File: src/rtl/switch_cfg_loader_pkg.sv
// Shared types for the switch configuration loader: flit layout, config entry
// record, payload field positions and the loader state encoding.
package switch_cfg_loader_pkg;

    localparam int CFG_NODE_W = 5;
    localparam int CFG_ADDR_W = 7;
    localparam int CFG_DATA_W = 16;

    localparam logic [3:0] FMT_SWITCH_CFG = 4'h1;

    // Payload bit positions, also used by the switch register bank decoder
    localparam int FMT_MSB  = 31;
    localparam int FMT_LSB  = 28;
    localparam int DEST_MSB = 27;
    localparam int DEST_LSB = 23;
    localparam int ADDR_MSB = 22;
    localparam int ADDR_LSB = 16;
    localparam int DATA_MSB = 15;
    localparam int DATA_LSB = 0;

    typedef struct packed {
        logic [3:0] src;
        logic [3:0] dest;
        logic [1:0] vc;
        logic       last;
    } flit_meta_t;

    typedef struct packed {
        flit_meta_t  metadata;
        logic [31:0] payload;
    } flit_t;

    typedef struct packed {
        logic [CFG_NODE_W-1:0] node;
        logic [CFG_ADDR_W-1:0] addr;
        logic [CFG_DATA_W-1:0] data;
    } cfg_entry_t;

    typedef enum logic [1:0] {
        IDLE  = 2'd0,
        SEND  = 2'd1,
        DRAIN = 2'd2
    } ldr_state_t;

    function automatic flit_t buildCfgFlit(input cfg_entry_t entry);
        flit_t f;
        f = '0;
        f.payload[FMT_MSB:FMT_LSB]   = FMT_SWITCH_CFG;
        f.payload[DEST_MSB:DEST_LSB] = entry.node;
        f.payload[ADDR_MSB:ADDR_LSB] = entry.addr;
        f.payload[DATA_MSB:DATA_LSB] = entry.data;
        f.metadata.vc                = 2'd0;
        return f;
    endfunction

endpackage

File: src/rtl/switch_cfg_loader_fifo.sv
// Synchronous FIFO of config entries with occupancy count and a flush that
// empties it in one cycle.
module cfg_entry_fifo
    import switch_cfg_loader_pkg::*;
#(
    parameter int DEPTH = 8
) (
    input  logic                     clk,
    input  logic                     rst,
    input  logic                     flush_i,
    input  logic                     push_i,
    input  cfg_entry_t               entry_i,
    input  logic                     pop_i,
    output cfg_entry_t               head_o,
    output logic [$clog2(DEPTH):0]   count_o,
    output logic                     full_o,
    output logic                     empty_o
);

    localparam int AW = $clog2(DEPTH);
    localparam int CW = AW + 1;

    cfg_entry_t     mem_q [DEPTH];
    logic [AW-1:0]  wr_ptr_q;
    logic [AW-1:0]  rd_ptr_q;
    logic [CW-1:0]  count_q;
    logic           do_push;
    logic           do_pop;

    assign full_o  = (count_q == CW'(DEPTH));
    assign empty_o = (count_q == '0);
    assign count_o = count_q;
    assign head_o  = mem_q[rd_ptr_q];

    assign do_push = push_i && !full_o && !flush_i;
    assign do_pop  = pop_i && !empty_o && !flush_i;

    always_ff @(posedge clk) begin
        if (do_push) begin
            mem_q[wr_ptr_q] <= entry_i;
        end
    end

    always_ff @(posedge clk) begin
        if (rst || flush_i) begin
            wr_ptr_q <= '0;
            rd_ptr_q <= '0;
            count_q  <= '0;
        end else begin
            if (do_push) wr_ptr_q <= wr_ptr_q + AW'(1);
            if (do_pop)  rd_ptr_q <= rd_ptr_q + AW'(1);
            count_q <= count_q + CW'(do_push) - CW'(do_pop);
        end
    end

endmodule

File: src/rtl/switch_cfg_loader.sv
// Boot-time sequencer: queues host config writes and streams them as
// switch-config flits on VC0 under credit flow control, then waits for drain.
module switch_cfg_loader
    import switch_cfg_loader_pkg::*;
#(
    parameter int FIFO_DEPTH  = 8,
    parameter int BUFFER_SIZE = 8,
    parameter int NODE_W      = CFG_NODE_W,
    parameter int ADDR_W      = CFG_ADDR_W,
    parameter int DATA_W      = CFG_DATA_W,
    parameter int TIMEOUT     = 255
) (
    input  logic                          clk,
    input  logic                          rst,
    input  logic                          cfg_valid,
    output logic                          cfg_ready,
    input  logic [NODE_W-1:0]             cfg_node,
    input  logic [ADDR_W-1:0]             cfg_addr,
    input  logic [DATA_W-1:0]             cfg_data,
    input  logic                          start,
    output flit_t                         flit_out,
    output logic                          data_ready_out,
    input  logic                          credit_granted,
    output logic                          busy,
    output logic                          done,
    output logic                          err,
    output logic [$clog2(FIFO_DEPTH):0]   pending
);

    localparam int PW  = $clog2(FIFO_DEPTH) + 1;
    localparam int CRW = $clog2(BUFFER_SIZE) + 1;
    localparam int TOW = $clog2(TIMEOUT + 1);

    ldr_state_t      state_q;
    logic [CRW-1:0]  credits_q;
    logic [CRW-1:0]  credits_d;
    logic [TOW-1:0]  timeout_q;
    flit_t           flit_q;
    logic            dro_q;
    logic            done_q;
    logic            err_q;

    cfg_entry_t      push_entry;
    cfg_entry_t      fifo_head;
    logic [PW-1:0]   fifo_count;
    logic            fifo_full;
    logic            fifo_empty;

    logic            push_now;
    logic            send_now;
    logic            last_pop;
    logic            timed_out;
    logic            credit_overflow;

    assign push_entry = '{node: cfg_node, addr: cfg_addr, data: cfg_data};
    assign cfg_ready  = !fifo_full;
    assign push_now   = cfg_valid && cfg_ready;
    assign send_now   = (state_q == SEND) && (credits_q != '0) && !fifo_empty;
    assign last_pop   = send_now && (fifo_count == PW'(1)) && !push_now;

    // Abort after TIMEOUT consecutive cycles with neither a send nor a returned credit
    assign timed_out  = (state_q != IDLE) && !send_now && !credit_granted
                        && (timeout_q == TOW'(TIMEOUT - 1));

    assign credit_overflow = credit_granted && !send_now && (credits_q == CRW'(BUFFER_SIZE));

    always_comb begin
        credits_d = credits_q;
        if (send_now && !credit_granted) begin
            credits_d = credits_q - CRW'(1);
        end else if (credit_granted && !send_now && !credit_overflow) begin
            credits_d = credits_q + CRW'(1);
        end
    end

    cfg_entry_fifo #(
        .DEPTH (FIFO_DEPTH)
    ) u_fifo (
        .clk     (clk),
        .rst     (rst),
        .flush_i (timed_out),
        .push_i  (push_now),
        .entry_i (push_entry),
        .pop_i   (send_now),
        .head_o  (fifo_head),
        .count_o (fifo_count),
        .full_o  (fifo_full),
        .empty_o (fifo_empty)
    );

    always_ff @(posedge clk) begin
        if (rst) begin
            state_q   <= IDLE;
            credits_q <= CRW'(BUFFER_SIZE);
            timeout_q <= '0;
            flit_q    <= '0;
            dro_q     <= 1'b0;
            done_q    <= 1'b0;
            err_q     <= 1'b0;
        end else begin
            dro_q     <= send_now;
            done_q    <= 1'b0;
            credits_q <= timed_out ? CRW'(BUFFER_SIZE) : credits_d;
            if (send_now) begin
                flit_q <= buildCfgFlit(fifo_head);
            end
            if (state_q == IDLE || send_now || credit_granted || timed_out) begin
                timeout_q <= '0;
            end else begin
                timeout_q <= timeout_q + TOW'(1);
            end

            case (state_q)
                IDLE: begin
                    if (start) begin
                        err_q <= 1'b0;
                        if (fifo_count != '0) state_q <= SEND;
                        else                  done_q  <= 1'b1;
                    end
                end
                SEND: begin
                    if (timed_out)     state_q <= IDLE;
                    else if (last_pop) state_q <= DRAIN;
                end
                DRAIN: begin
                    if (timed_out) begin
                        state_q <= IDLE;
                    end else if (credits_d == CRW'(BUFFER_SIZE)) begin
                        done_q  <= 1'b1;
                        state_q <= IDLE;
                    end
                end
                default: state_q <= IDLE;
            endcase

            if (timed_out || credit_overflow) begin
                err_q <= 1'b1;
            end
        end
    end

    assign flit_out       = flit_q;
    assign data_ready_out = dro_q;
    assign busy           = (state_q != IDLE);
    assign done           = done_q;
    assign err            = err_q;
    assign pending        = fifo_count;

endmodule

File: config.mk
export PLATFORM = sky130hd
export DESIGN_NAME = switch_cfg_loader
export DESIGN_NICKNAME = d
export VERILOG_FILES = /design/src/rtl/switch_cfg_loader_pkg.sv /design/src/rtl/switch_cfg_loader_fifo.sv /design/src/rtl/switch_cfg_loader.sv
export SDC_FILE = /design/constraint.sdc
export NUM_CORES = 1
export LEC_CHECK = 0
export CORE_MARGIN = 8
export CORE_UTILIZATION = 52
export CTS_CLUSTER_SIZE = 20
export DETAILED_ROUTE_END_ITERATION = 8
export PLACE_DENSITY = 0.75
export SKIP_CTS_REPAIR_TIMING = 1
export SLEW_MARGIN = 20
export SYNTH_ARGS = -nofsm -noshare
export SYNTH_HDL_FRONTEND = slang
export SYNTH_SLANG_ARGS = --single-unit
File: constraint.sdc
create_clock -name clk -period 4.1 [get_ports clk]
set_input_delay 0.41 -clock clk [delete_from_list [all_inputs] [get_ports clk]]
set_output_delay 0.41 -clock clk [all_outputs]
set_load 0.02 [all_outputs]
After elaboration in Yosys (flattened, before gate mapping) --
Memories as Yosys holds them, arrays and structs flattened. A register that Yosys moved wholly into a read port is not among the register bits. Cells that the tools add are included.
Storage, ports and cells: word-level logic and storage cells 87, register bits 56, memory bits (writable) 224, output and inout bits 52, bits of input ports 33, memories 1
Memory list:
- u_fifo.mem_q | words 8, bits a word 28, read ports 1, clocked after Yosys merged registers in 1, wr ports 1, line switch_cfg_loader_fifo.sv:23 | cfg_entry_t mem_q [DEPTH];
Operators by class: add/sub/neg operators 7, eq/ne operators 11, reductions and logical operators 39, muxes and demuxes 19
Operator list (count):
- 1-bit logical AND | 16
- 4-bit equality test (second input constant) | 3
- 2-bit 2-to-1 mux | 6
- 1-bit 2-to-1 mux | 9
- 8-bit by 1-bit adder with 8-bit output (second input constant) | 1
- 8-bit equality test (second input constant) | 1
- 4-bit 2-to-1 mux | 2
- 4-bit nonzero test | 2
- 1-bit zero test | 7
- 3-bit by 1-bit adder with 3-bit output (second input constant) | 2
- 3-bit != test (second input constant) | 2
- 2-bit one-hot mux with 3 select lines | 1
- 2-bit nonzero test | 3
- 1-bit logical OR | 5
- 4-bit by 1-bit adder with 4-bit output | 1
- 4-bit by 1-bit adder with 4-bit output (second input constant) | 1
- 4-bit by 1-bit equality test with 1-bit output (second input constant) | 1
- 4-bit zero test | 1
- 4-bit AND reduction | 1
- 2-bit OR reduction | 2
- 4-bit by 1-bit subtractor with 4-bit output | 1
- 4-bit by 1-bit subtractor with 4-bit output (second input constant) | 1
- 2-bit by 1-bit equality test with 1-bit output (second input constant) | 1
- 2-bit equality test (second input constant) | 1
- other kinds (5) | 5

Logic depth before layout (Yosys ltp) --
word-level depth 14, mapped depth 14, gate-level depth less buffers 12

By module --
Synthesis repeated with hierarchy kept, for this count alone.
Second synthesis, totals: cell total of the unflattened synthesis 665, area total of the unflattened synthesis 11212.0 um2
Modules (own cells, without submodules):
- cfg_entry_fifo | times used 1, cells an instance 407, seq. area each 6986.7 um2, area each 9131.3 um2
- switch_cfg_loader | times used 1, cells an instance 258, seq. area each 920.9 um2, area each 2080.7 um2

Worst setup path after synthesis --
Ideal clock, no wire load.
path type reg2reg, start reg u_fifo.count_q[2] (netlist: u_fifo.count_o[2]), end mem u_fifo.mem_q[0][0] in the netlist's numbering, enable pin, data required time 3652 ps, clock period less this slack 3989 ps, buffers on the path 1, cell stages (with the launch flop) 9, setup slack 111 ps, arrival 3541 ps, setup time 448 ps, cells stage by stage dfxtp_1 -> inv_1 -> ha_1 -> or3b_1 -> buf_6 -> a311oi_1 -> a21oi_1 -> nand2b_1 -> nor3_1
On the way: word-level cells in the longest chain between the ends 11, elaborated cells between the ends (all ways) 15, those cells by class 1 x eq/ne; 2 x mux; 12 x reduce/logical
Ends and longest elaborated chain:
- from (decl) | line switch_cfg_loader_fifo.sv:26 | logic [CW-1:0] count_q;
- from (signal assigned) | line switch_cfg_loader_fifo.sv:52 | count_q <= count_q + CW'(do_push) - CW'(do_pop);
- 4-bit zero test | line switch_cfg_loader_fifo.sv:31 | assign empty_o = (count_q == '0);
- 1-bit zero test | line switch_cfg_loader.sv:58 | assign send_now = (state_q == SEND) && (credits_q != '0) && !fifo_empty;
- 1-bit logical AND | line switch_cfg_loader.sv:58
- 1-bit zero test | line switch_cfg_loader.sv:62 | assign timed_out = (state_q != IDLE) && !send_now && !credit_granted
- 1-bit logical AND (2 in series) | line switch_cfg_loader.sv:62
- 1-bit logical AND | line switch_cfg_loader.sv:63 | && (timeout_q == TOW'(TIMEOUT - 1));
- 1-bit zero test | line switch_cfg_loader_fifo.sv:35 | assign do_push = push_i && !full_o && !flush_i;
- 1-bit logical AND (*) | line switch_cfg_loader_fifo.sv:35
- named net u_fifo.do_push | line switch_cfg_loader_fifo.sv:27 | logic do_push;
- 1-bit 2-to-1 mux (*) | line switch_cfg_loader_fifo.sv:39 | if (do_push) begin
- 1-bit 2-to-1 mux (implied by the code) (*) | line switch_cfg_loader_fifo.sv:40 | mem_q[wr_ptr_q] <= entry_i;
- to (decl) | line switch_cfg_loader_fifo.sv:23
Mark *: on every way through the listed nets, which the timed path passes. The rest lies on a longest branch.

Final worst setup path --
start reg credits_q[1], end mem u_fifo.mem_q[2][7] in the netlist's numbering, enable pin
On the way: word-level cells in the longest chain between the ends 11
Ends and longest elaborated chain:
- from (decl) | line switch_cfg_loader.sv:35 | logic [CRW-1:0] credits_q;
- from (signal assigned) | line switch_cfg_loader.sv:94 | credits_q <= CRW'(BUFFER_SIZE);
- from (signal assigned) | line switch_cfg_loader.sv:103 | credits_q <= timed_out ? CRW'(BUFFER_SIZE) : credits_d;
- 4-bit nonzero test | line switch_cfg_loader.sv:58
- 1-bit logical AND (2 in series) | line switch_cfg_loader.sv:58
- 1-bit zero test | line switch_cfg_loader.sv:62
- 1-bit logical AND (2 in series) | line switch_cfg_loader.sv:62
- 1-bit logical AND | line switch_cfg_loader.sv:63
- 1-bit zero test | line switch_cfg_loader_fifo.sv:35
- 1-bit logical AND | line switch_cfg_loader_fifo.sv:35
- named net u_fifo.do_push | line switch_cfg_loader_fifo.sv:27
- 1-bit 2-to-1 mux | line switch_cfg_loader_fifo.sv:39
- 1-bit 2-to-1 mux (implied by the code) | line switch_cfg_loader_fifo.sv:40
The timed path passes the listed nets, and every way through them passes these cells.

==> run summary <==
reg2reg start: credits_q[1]
FF-to-FF path depth: 7
worst setup slack after layout: 1120 ps
WL met2: 11.0 mm
CP Class: reg2reg
gp weighted congestion: 0.799
hold worst-path end: timeout_q[0]
status: finished clean
most common cell after layout, fill and taps aside: edfxtp_1
Layout fillers: 1,486
worst-skew pair later-pin latency: 530 ps
via count of the first global-routing pass: 5,972
HP Start: timeout_q[0]
CTS Buf Count: 27
Antenna Violating Nets Remaining: 0
R2R setup slack: 1120 ps
Vias: 5,627
Pre-antenna DRT Iters: 5
H-tree levels: 1
Post-Syn Area per Cell: 17.6 um2
Root Driver: clkbuf_16
ys flop type: edfxtp_1
crit path buf inv count: 1
Arr. time, crit path: 3120 ps
die width: 161 um
post-route setup TNS: 0 ps
Power Dens Cells: 589 mW/mm2
r2r endpoint: u_fifo.mem_q[2][7]
Required @ worst endpoint: 4230 ps
Post-Syn Area: 0.0110 mm2
min Tclk post-route: 2980 ps
CTS sink count: 280
pin count of the biggest net entering global routing: 60
Multi-input gate area: 0.00289 mm2
leakage: 0.00405 uW
Least-Margin Pin Slew: 1100 ps
GRT Total Usage: 0.163
clock skew: 20.0 ps
DR iter-0 viols: 423
Fmax: 335 MHz
number of synthesized register bits: 280
average routed wire per standard cell: 21.1 um
top cell type's share of synthesized area: 0.613
Levels on crit path: 7
Max Cap Violations: 0
headroom to the max-slew limit: 0.267
hold crit path type: reg2reg
share of post-route cells with drive strength above 1: 0.178
most frequent cells in the layout: 224 x edfxtp_1, 69 x clkdlybuf4s50_1, 59 x nor2_1
Post-synth EDFFs: 224
Peak VDD IR: 0.356 mV
M1 WL: 8.55 mm
wirelength, routed: 21.0 mm
initial core utilization: 0.525
first-pass GRT wire length: 33.3 mm
RSZ-0062 raised after global routing: no
sequential area share after synthesis: 0.715
synth top area cells: edfxtp_1 61%, mux4_2 11%, dfxtp_1 10%
met3 WL post-DR: 1.16 mm
Syn Inst Count: 622
Ys Warns: 0
total grt overflow: 0
delay-heaviest family, CP: simple AND/OR/NAND/NOR gates
Min Hold Slack: 466 ps
Post-synth ARST share: 0
Yosys top cell by area: edfxtp_1
FF/Latch Area: 0.00785 mm2
Die H: 161 um
Vias/cell: 5.66
Antenna Cells: 0
Hold Path Depth: 1
DP HPWL: 12.5 mm
core area: 0.0209 mm2
peak fanout along the critical path: 28
Slowest Stage Delay on Critical Path: 770 ps
Setup-failing EPs final: 0
Place WS: 950 ps
area of the die: 0.0260 mm2
crit start category: register
final hold violations: 0
net total in the final layout: 745
Critical-path top delay cell: nor2_4
detailed-route DRC error count: 0
crit path launch: credits_q[1]
crit end category: register
number of I/O port buffers: 70
Slew Limit Fails: 0
# rows: 53
clock slew at reported path FFs: 60 ps
CTS tree: yes
maximum clock insertion buffer count: 3
Max Used Layer: met4
area grow syn2layout: 16.3%
Yosys cell types: 51
I/O pin count: 85
CP cell instances: inv_1 -> ha_1 -> or3b_2 -> a311oi_1 -> a21oi_1 -> nand2b_1 -> nor2_4
fin crit share: 0.727
antenna violations before repair: 0
per-layer routing:
layer / track usage / vias up
li1: - / 2563
met4: 0.0417 / 0
met2: 0.290 / 198
met1: 0.202 / 2839
met5: 0 / -
met3: 0.0272 / 27
state kept, by name, summed over array words and instances (netlist names):
signal / count
timeout_q: 8
state_q: 2
u_fifo.mem_q: 224
err: 1
u_fifo.wr_ptr_q: 3
flit_out: 29
u_fifo.count_o: 4
data_ready_out: 1
credits_q: 4
u_fifo.rd_ptr_q: 3
done: 1
worst max path at each step:
stage / endpoint / slack, ps
floorplan: u_fifo.mem_q[0][0] / 110
global placement: u_fifo.mem_q[3][25] / 1040
detailed placement: u_fifo.mem_q[2][25] / 950
CTS: u_fifo.mem_q[2][7] / 1100
global route: u_fifo.mem_q[2][7] / 880
finish: u_fifo.mem_q[2][7] / 1120
synth_stat cells, drive strengths merged, types with 2 or more instances:
| cell type | n |
|---|---|
| a211oi | 28 |
| a21o | 2 |
| a21oi | 8 |
| and2b | 3 |
| buf | 27 |
| clkbuf | 17 |
| dfxtp | 56 |
| edfxtp | 224 |
| ha | 12 |
| inv | 14 |
| mux2i | 29 |
| mux4 | 56 |
| nand2 | 14 |
| nand2b | 6 |
| nand3 | 9 |
| nand4 | 6 |
| nor2 | 65 |
| nor2b | 2 |
| nor3 | 5 |
| o21ai | 3 |
| o2bb2ai | 2 |
| o31a | 3 |
| or3b | 3 |
| xnor2 | 5 |
| xor2 | 7 |
logic make-up after synthesis:
kind of cell	synth area share
DFF	0.715
other	0.000342
muxes	0.141
AOI/OAI and AO/OA	0.0362
xor gates and xnor gates	0.00957
buffers and inverters	0.0313
and+or+nand+nor	0.0507
adders and majority gates	0.0155
power breakdown:
part | switching, uW | internal [uW]
Sequential | 207 | 3320
Combinational | 840 | 790
Clock | 992 | 1370
Total | 2040 | 5480
area by class of cell:
class                           instances  area share
Sequential cell                       280       0.615
Multi-Input combinational cell        296       0.226
Timing Repair Buffer                   80      0.0604
Clock buffer                           32      0.0560
Tap cell                              275      0.0270
Clock inverter                         18      0.0110
Inverter                               14     0.00412
through the flow:
stage	std cells	cell area [um2]	utilization	total power (uW)
after CTS	995	12800	0.611	7610
after global placement	945	11900	0.570	5170
after floorplan	635	11000	-	4700
after global routing	995	12800	0.611	7890
after detailed placement	945	11900	0.570	5230
final	995	12800	0.611	7520
(Power assumes the default switching activity.)
